[src/rtl/io_bus_arbiter.sv]
// Two-master arbiter/sequencer for the peripheral I/O bus: chip-select decode, strobe and read-capture timing, req/ack return.
// Define IO_ARB_RR_EN for round-robin arbitration; otherwise master 0 has fixed priority.
module io_bus_arbiter #(
    parameter int unsigned RD_LATENCY = 1
) (
    input  logic        sys_clk_i,
    input  logic        sys_rst_i,
    input  logic        m0_req,
    input  logic        m0_rd,
    input  logic        m0_wr,
    input  logic [15:0] m0_addr,
    input  logic [15:0] m0_wdata,
    input  logic        m1_req,
    input  logic        m1_rd,
    input  logic        m1_wr,
    input  logic [15:0] m1_addr,
    input  logic [15:0] m1_wdata,
    output logic        m0_ack,
    output logic [15:0] m0_rdata,
    output logic        m0_err,
    output logic        m1_ack,
    output logic [15:0] m1_rdata,
    output logic        m1_err,
    output logic [15:0] io_addr,
    output logic        io_rd,
    output logic        io_wr,
    output logic [15:0] io_dout,
    input  logic [15:0] io_din,
    output logic [3:0]  io_cs,
    output logic        grant,
    output logic        busy
);

    localparam int unsigned CNT_W          = 3;
    localparam bit          MULTI_CYCLE_RD = (RD_LATENCY > 32'd1);
    localparam logic [15:0] UNMAPPED_RDATA = 16'h0666;

    typedef enum logic [1:0] {
        S_IDLE,
        S_STROBE,
        S_WAIT,
        S_DONE
    } state_t;

    typedef struct packed {
        logic        wr;
        logic        rd;
        logic [15:0] addr;
        logic [15:0] wdata;
    } txn_t;

    // Page decode of addr[15:8] onto the one-hot chip select
    function automatic logic [3:0] cs_decode(input logic [7:0] page);
        case (page)
            8'h67:   return 4'b1000;
            8'h68:   return 4'b0100;
            8'h69:   return 4'b0010;
            8'h70:   return 4'b0001;
            default: return 4'b0000;
        endcase
    endfunction

    state_t           r_state;
    logic [CNT_W-1:0] r_cnt;
    logic             r_is_rd;

    txn_t        w_m0_txn;
    txn_t        w_m1_txn;
    txn_t        w_sel_txn;
    logic        w_pick_m1;
    logic        w_any_req;
    logic [3:0]  w_sel_cs;
    logic        w_long_rd;
    logic        w_to_done;
    logic [15:0] w_rd_capture;

    // A request with both rd and wr set is a write
    assign w_m0_txn  = '{wr: m0_wr, rd: m0_rd & ~m0_wr, addr: m0_addr, wdata: m0_wdata};
    assign w_m1_txn  = '{wr: m1_wr, rd: m1_rd & ~m1_wr, addr: m1_addr, wdata: m1_wdata};
    assign w_any_req = m0_req | m1_req;

`ifdef IO_ARB_RR_EN
    logic r_last;

    assign w_pick_m1 = m1_req & (~m0_req | ~r_last);

    // Last-granted pointer; reset value lets m0 win the first contest
    always_ff @(posedge sys_clk_i or negedge sys_rst_i) begin
        if (!sys_rst_i) begin
            r_last <= 1'b1;
        end else if (r_state == S_DONE) begin
            r_last <= grant;
        end
    end
`else
    assign w_pick_m1 = m1_req & ~m0_req;
`endif

    assign w_sel_txn    = w_pick_m1 ? w_m1_txn : w_m0_txn;
    assign w_sel_cs     = cs_decode(w_sel_txn.addr[15:8]);
    assign w_long_rd    = MULTI_CYCLE_RD && r_is_rd && (io_cs != 4'b0000);
    assign w_to_done    = ((r_state == S_STROBE) && !w_long_rd) ||
                          ((r_state == S_WAIT) && (r_cnt == CNT_W'(1)));
    assign w_rd_capture = (io_cs != 4'b0000) ? io_din : UNMAPPED_RDATA;

    always_ff @(posedge sys_clk_i or negedge sys_rst_i) begin
        if (!sys_rst_i) begin
            r_state  <= S_IDLE;
            r_cnt    <= '0;
            r_is_rd  <= 1'b0;
            io_addr  <= '0;
            io_dout  <= '0;
            io_cs    <= '0;
            io_rd    <= 1'b0;
            io_wr    <= 1'b0;
            grant    <= 1'b0;
            busy     <= 1'b0;
            m0_ack   <= 1'b0;
            m1_ack   <= 1'b0;
            m0_err   <= 1'b0;
            m1_err   <= 1'b0;
            m0_rdata <= '0;
            m1_rdata <= '0;
        end else begin
            io_rd  <= 1'b0;
            io_wr  <= 1'b0;
            m0_ack <= 1'b0;
            m1_ack <= 1'b0;
            m0_err <= 1'b0;
            m1_err <= 1'b0;

            case (r_state)
                S_IDLE: begin
                    if (w_any_req) begin
                        r_state <= S_STROBE;
                        r_is_rd <= w_sel_txn.rd;
                        grant   <= w_pick_m1;
                        busy    <= 1'b1;
                        io_addr <= w_sel_txn.addr;
                        io_dout <= w_sel_txn.wdata;
                        io_cs   <= w_sel_cs;
                        // Unmapped or no-op requests complete without a strobe
                        io_wr   <= w_sel_txn.wr & (|w_sel_cs);
                        io_rd   <= w_sel_txn.rd & (|w_sel_cs);
                    end
                end
                S_STROBE: begin
                    if (w_long_rd) begin
                        r_state <= S_WAIT;
                        r_cnt   <= CNT_W'(RD_LATENCY - 32'd1);
                    end else begin
                        r_state <= S_DONE;
                    end
                end
                S_WAIT: begin
                    r_cnt <= r_cnt - CNT_W'(1);
                    if (r_cnt == CNT_W'(1)) begin
                        r_state <= S_DONE;
                    end
                end
                S_DONE: begin
                    r_state <= S_IDLE;
                    r_is_rd <= 1'b0;
                    busy    <= 1'b0;
                    io_addr <= '0;
                    io_dout <= '0;
                    io_cs   <= '0;
                end
                default: begin
                    r_state <= S_IDLE;
                end
            endcase

            // Completion: ack, err and read data land together in DONE
            if (w_to_done) begin
                if (grant) begin
                    m1_ack <= 1'b1;
                    m1_err <= ~|io_cs;
                    if (r_is_rd) begin
                        m1_rdata <= w_rd_capture;
                    end
                end else begin
                    m0_ack <= 1'b1;
                    m0_err <= ~|io_cs;
                    if (r_is_rd) begin
                        m0_rdata <= w_rd_capture;
                    end
                end
            end
        end
    end

endmodule

[config.mk]
export PLATFORM = sky130hd
export DESIGN_NAME = io_bus_arbiter
export DESIGN_NICKNAME = d
export VERILOG_FILES = /design/src/rtl/io_bus_arbiter.sv
export SDC_FILE = /design/constraint.sdc
export NUM_CORES = 1
export LEC_CHECK = 0
export CORE_UTILIZATION = 38
export DETAILED_ROUTE_END_ITERATION = 12
export HOLD_SLACK_MARGIN = 0.03
export PLACE_DENSITY = 0.85
export SLEW_MARGIN = 15
export SYNTH_ARGS = -nofsm -noshare
export SYNTH_HDL_FRONTEND = slang
export SYNTH_SLANG_ARGS = --single-unit
[constraint.sdc]
create_clock -name sys_clk_i -period 1.65 [get_ports sys_clk_i]
set_input_delay 0.33 -clock sys_clk_i [delete_from_list [all_inputs] [get_ports sys_clk_i]]
set_output_delay 0.33 -clock sys_clk_i [all_outputs]
set_load 0.03 [all_outputs]
---- Word-level counts from Yosys, hierarchy flattened ----
Index checks and enable logic that the tools add are counted.
cells by class
  equal/unequal tests ..................... 10
  $add $sub $neg .......................... 1
  muxes and demuxes ....................... 28
  bitwise gates (word level) .............. 10
  reduce and logical (&&, ||, !) cells .... 13
operator list
  operator                                               number
  case mux 16 bit (2 select lines)                       2
  two-way mux 16 bit                                     3
  two-way mux 34 bit                                     1
  == test 8 x 7 -> 1 bit, second input constant          4
  case mux 4 bit (4 select lines)                        1
  two-way mux 1 bit                                      14
  case mux 2 bit (4 select lines)                        1
  case mux 4 bit (2 select lines)                        1
  OR reduction 4 bit                                     2
  AND reduction 2 bit                                    3
  AND reduction 3 bit                                    2
  AND 1 bit                                              5
  == test 2 bit, second input constant                   2
  two-way mux 2 bit                                      2
  two-way mux 4 bit                                      1
  NOT 1 bit                                              4
  case mux 1 bit (2 select lines)                        2
  nonzero test 4 bit                                     1
  == test 3 x 1 -> 1 bit, second input constant          1
  subtractor 3 x 1 -> 3 bit, second input constant       1
  == test 2 x 1 -> 1 bit, second input constant          1
  zero test 2 bit                                        1
  inequality test 2 x 1 -> 1 bit, second input constant  1
  inequality test 2 bit, second input constant           1
  other kinds (5)                                        5
storage, ports and cells
  flip-flop bits (word level) ............. 82
  output and inout bits ................... 76
  logic and storage cells ................. 78
  input bits .............................. 88

---- Logic depth before layout (Yosys ltp) ----
  word-level depth ........................ 9
  depth in mapped cells ................... 8

---- Worst setup path before layout ----
No wires, ideal clock.
  path kind ............................... reg-to-reg
  start ................................... register r_state[0]
  end ..................................... register io_addr[8]
  library setup time ...................... 83 ps
  buffers on the path ..................... 2
  data required time ...................... 1567 ps
  slack ................................... -48 ps
  stages on the path, launching flop included .. 8
  arrival time ............................ 1616 ps
  clock period less this slack ............ 1698 ps
  cell sequence ........................... dfrtp_1 -> inv_1 -> ha_1 -> o21ai_0 -> clkbuf_1 -> clkbuf_1 -> nand2_1 -> o21ai_0
on the way
  word-level cells in the longest chain between the ends .. 3
ends and longest elaborated chain
  what                                                                          RTL line  source
  start: declaration                                                            63        state_t r_state;
  start signal: assignment                                                      108       r_state <= S_IDLE;
  start signal: assignment                                                      135       r_state <= S_STROBE;
  start signal: assignment                                                      149       r_state <= S_WAIT;
  == test 2 bit or zero test 2 bit (tied branches)                              132       case (r_state)
  nonzero test 2 bit (no source line) or inequality test 2 bit (tied branches)  --
  AND reduction 2 bit (no source line)                                          --
  end signal: assignment                                                        139       io_addr <= w_sel_txn.addr;
  end: declaration                                                              24        output logic [15:0] io_addr,
Parallel ways exist; a longest one is shown, timed or not.
A chain may end at the register's enable or synchronous reset.

---- Worst setup path after layout ----
  start ................................... register r_state[0]
  end ..................................... register m1_rdata[11]
on the way
  word-level cells in the longest chain between the ends .. 4
ends and longest elaborated chain
  what                                    RTL line  source
  == test 2 bit                           103       ((r_state == S_WAIT) && (r_cnt == CNT_W'(1)));
  logical AND 1 bit                       103
  logical OR 1 bit *                      102       assign w_to_done = ((r_state == S_STROBE) && !w_long_rd) ||
  AND reduction 3 bit (no source line) *  --
  end signal: assignment                  180       m1_rdata <= w_rd_capture;
  end: declaration                        22        output logic [15:0] m1_rdata,
Every way passes the cells marked *; elsewhere a longest branch is shown, timed or not.

==> impl_results.md <==
* Crit path to: m1_rdata[11]$_DFFE_PN0P_
* Worst setup SP type: register
* Finished Core Util at 65.8%
* Endpoints failing hold at 0
* Vias in the first global route at around 3500
* Die X at roughly 100 um
* Min-Delay Path Class: primary input to register
* Dpl ws at -528 ps
* Worst IR Drop VDD at 0.000784 V
* Syn nets at 449
* Area post-placement at 5680 um2
* Reg2reg end: m1_rdata[11]$_DFFE_PN0P_
* Vias per inst at a little under 5
* Total Power at roughly 10 mW
* Highest routing layer actually used: met4
* Critical path required time at about 1900 ps
* Most common flop cell mapped by yosys: dfrtp_1
* Vias at 3366
* Reg clk slew, reported paths at 90 ps
* CP Capture Type: register
* Tmin final at about 1600 ps
* Synth Cell Area at 3640 um2
* Ports at 164
* Max Clock Freq at 609 MHz
* CP max stage delay at 430 ps
* DRC errors left at 0
* MaxCap Viol Count at 0
* R2R depth at 8
* Critical path startpoint: r_state[0]$_DFFE_PN0P_
* Total wire length at between 10 and 15 mm
* TritonRoute pass-1 iters at 5
* CTS Buffer Depth at 2
* Synth Warn # at 0
* Final WS setup at 6.80 ps
* Post-synth top area share at between 50% and 60%
* Met2 wire length at around 5.6 mm
* Synth unique cells at 39
* Pleak at 3.08 nW
* R2R Path Start: r_state[0]$_DFFE_PN0P_
* Final Max Tran Viols at 0
* Setup TNS at 0 ps
* Mapped Avg Cell Area at 10.3 um2
* Clock sink count at 82
* Post-synth EDFFs at 0
* WL met3 at 525 um
* Seq/Total Area, Yosys at 56.4%
* Nets at 649
* Status: finished clean
* Post-DP HPWL at about 7.3 mm
* CTS tree: built
* RSZ-0062 raised after global routing: yes
* Die area at 9970 um2
* Drt initial violations at between 70 and 80
* Final setup viols at 0
* Largest net degree at the start of global routing at 83
* Rel. slew slack at between 70% and 80%
* Worst skew pair latency at ~340 ps
* Remaining antenna violation count at 0
* Post-synthesis register bit count at 82
* Crit path cell chain: inv_2 -> ha_4 -> nand3b_1 -> a21boi_2 -> nand2_4 -> clkbuf_16 -> nand2_1 -> o21ai_1
* First-pass GRT wire length at 16.1 mm
* Htree depth at 3
* Clock root cell: clkbuf_8
* Syn Inst Count at about 350
* Async set-reset flop share out of synthesis at 100%
* Worst-path cell with the longest stage delay: dfrtp_1
* CTS Buf Count at 9
* Starting Density at between 30% and 40%
* Worst slew pin tran at ~440 ps
* Layout area overhead at 67.1%
* Fillers at 747
* Hold Slack at approximately 400 ps
* Fin crit share at 99.6%
* Largest cells by area after synthesis: dfrtp_1 (56%), nand2_1 (8.7%), mux2i_1 (8.5%)
* Cell accounting for the most synthesized area: dfrtp_1
* Non-filler cells, final at 688
* Initial antenna violation count at 0
* Total track usage at 20.4%
* Die height at approximately 100 um
* GRT overflow at 0
* Port bufs at 163
* Setup slack, reg-to-reg at 7 ps
* Routed len/inst at 15.2 um
* Final instance area at 6080 um2
* GP Congestion at 0.870
* Wire length on met1 at between 4 and 5 mm
* Share of layout cells above drive strength 1 at 16.3%
* Std-Cell Rows at 35
* Core region area at 9240 um2
* Layout Skew at between 7 and 8 ps
* Pwr/cell area at 1650 nW/um2
* Cells after DPL at 660
* Worst endpoint data arrival time at roughly 1900 ps
* Kind of critical path: register to register
* Critical path peak fanout at 8
* # diodes at 0
==> cells by family (layout without fill, tap and decap cells) <==
| kind of cell | Yosys count | count (layout) | share of synthesized area [%] |
|---|---|---|---|
| and+or+nand+nor | 120 | 120 | 14.8 |
| buffers and inverters | 24 | 229 | 3.10 |
| muxes | 35 | 35 | 9.84 |
| xor gates and xnor gates | 2 | 2 | 0.482 |
| DFF | 82 | 82 | 56.4 |
| adders and majority gates | 7 | 7 | 2.41 |
| AOI/OAI and AO/OA | 84 | 84 | 13.0 |
==> Yosys cell counts (2+ instances only) <==
| master | count |
|---|---|
| nand2_1 | 84 |
| dfrtp_1 | 82 |
| o21ai_0 | 62 |
| mux2i_1 | 31 |
| nor2_1 | 16 |
| clkbuf_1 | 13 |
| ha_1 | 7 |
| a21oi_1 | 6 |
| inv_1 | 6 |
| o21ai_1 | 5 |
| mux2_2 | 3 |
| nand2b_1 | 3 |
| nor4bb_1 | 3 |
| a21o_1 | 2 |
| a22o_1 | 2 |
| a22oi_1 | 2 |
| and2_1 | 2 |
| buf_2 | 2 |
| nand3b_1 | 2 |
| nor3_2 | 2 |
==> layout by cell type, fill, tap and decap left out, types with 2 or more instances in the layout <==
| cell type | synthesis | layout |
|---|---|---|
| dlymetal6s2s_1 | 0 | 8 |
| a22o_1 | 2 | 2 |
| clkbuf_8 | 0 | 9 |
| mux2_2 | 3 | 2 |
| ha_1 | 7 | 4 |
| buf_4 | 1 | 32 |
| nor3_2 | 2 | 2 |
| o21ai_1 | 5 | 17 |
| nor2_1 | 16 | 16 |
| a21o_1 | 2 | 2 |
| nand2_1 | 84 | 83 |
| buf_12 | 1 | 7 |
| dfrtp_1 | 82 | 81 |
| dlygate4sd2_1 | 0 | 77 |
| bufinv_16 | 0 | 2 |
| inv_2 | 0 | 2 |
| o21ai_0 | 62 | 49 |
| clkinv_4 | 0 | 2 |
| clkbuf_16 | 0 | 2 |
| inv_6 | 0 | 2 |
| a22oi_1 | 2 | 2 |
| a21oi_1 | 6 | 5 |
| inv_1 | 6 | 4 |
| mux2i_1 | 31 | 29 |
| nor4bb_2 | 0 | 2 |
| buf_6 | 0 | 3 |
| mux2i_2 | 1 | 2 |
| and2_1 | 2 | 2 |
| clkdlybuf4s50_1 | 0 | 76 |
| nand3b_1 | 2 | 2 |
| nand2b_1 | 3 | 2 |
| ha_4 | 0 | 2 |
==> final cells by class <==
cell class              instances  area, um2  area share (%)
flip-flops and latches         82       2050            33.8
inverters                       6       22.5           0.371
multi-input cells             248       1600            26.4
well taps                     129        161            2.66
clock inverters                 7        100            1.65
clock buffers                   9        124            2.04
repair buffers                207       2010            33.1
==> worst max-delay path, delay by kind of cell, from the launching register on <==
kind / cells / cell delay, ps
compound gates: 2 / 310
fa+ha+maj: 1 / 140
buf+inv: 2 / 320
flops: 1 / 430
simple gates: 3 / 330
==> where the power goes <==
group | leakage, nW | switching, mW | internal [mW]
sequential | 1.01 | 0.460 | 2.86
clock | 0.114 | 0.750 | 0.866
combinational | 1.96 | 3.14 | 1.93
==> how the worst min path moves through the flow <==
stage                       startpoint                        to  cells after the start
6_report                    m1_addr[9]    io_addr[9]$_DFFE_PN0P_                      3
5_1_grt                         m0_req         grant$_DFFE_PN0P_                      3
4_1_cts        io_addr[14]$_DFFE_PN0P_   io_addr[14]$_DFFE_PN0P_                      2
3_5_place_dp                 sys_rst_i   m0_rdata[0]$_DFFE_PN0P_                      2
3_3_place_gp                 sys_rst_i  m0_rdata[11]$_DFFE_PN0P_                      2
2_1_floorplan                sys_rst_i          busy$_DFFE_PN0P_                      0
==> state kept, by name, summed over array words and instances (netlist names) <==
name and cells:
io_dout 16, io_rd 1, busy 1, r_cnt 3, r_is_rd 1, io_wr 1, io_cs 4, grant 1
r_state 2, m1_err 1, io_addr 16, m0_rdata 16, m0_err 1, m1_ack 1, m1_rdata 16, m0_ack 1
==> per-layer routing <==
layer	global-route usage (%)	vias up
met1	23.4	1631
li1	-	1611
met2	37.1	114
met5	0	-
met3	5.85	10
met4	5.77	0
==> repair_timing <==
action / 4_1_cts / 5_1_grt
pin swaps: 4 / 11
cloned: 0 / 3
setup endpoints to repair: 114 / 45
gates resized for setup: 94 / 33
endpoints found under the hold margin: 76 / 0
setup buffers: 1 / 7
hold buffers: 1 / 0
Power figures use the tool's default switching activity.
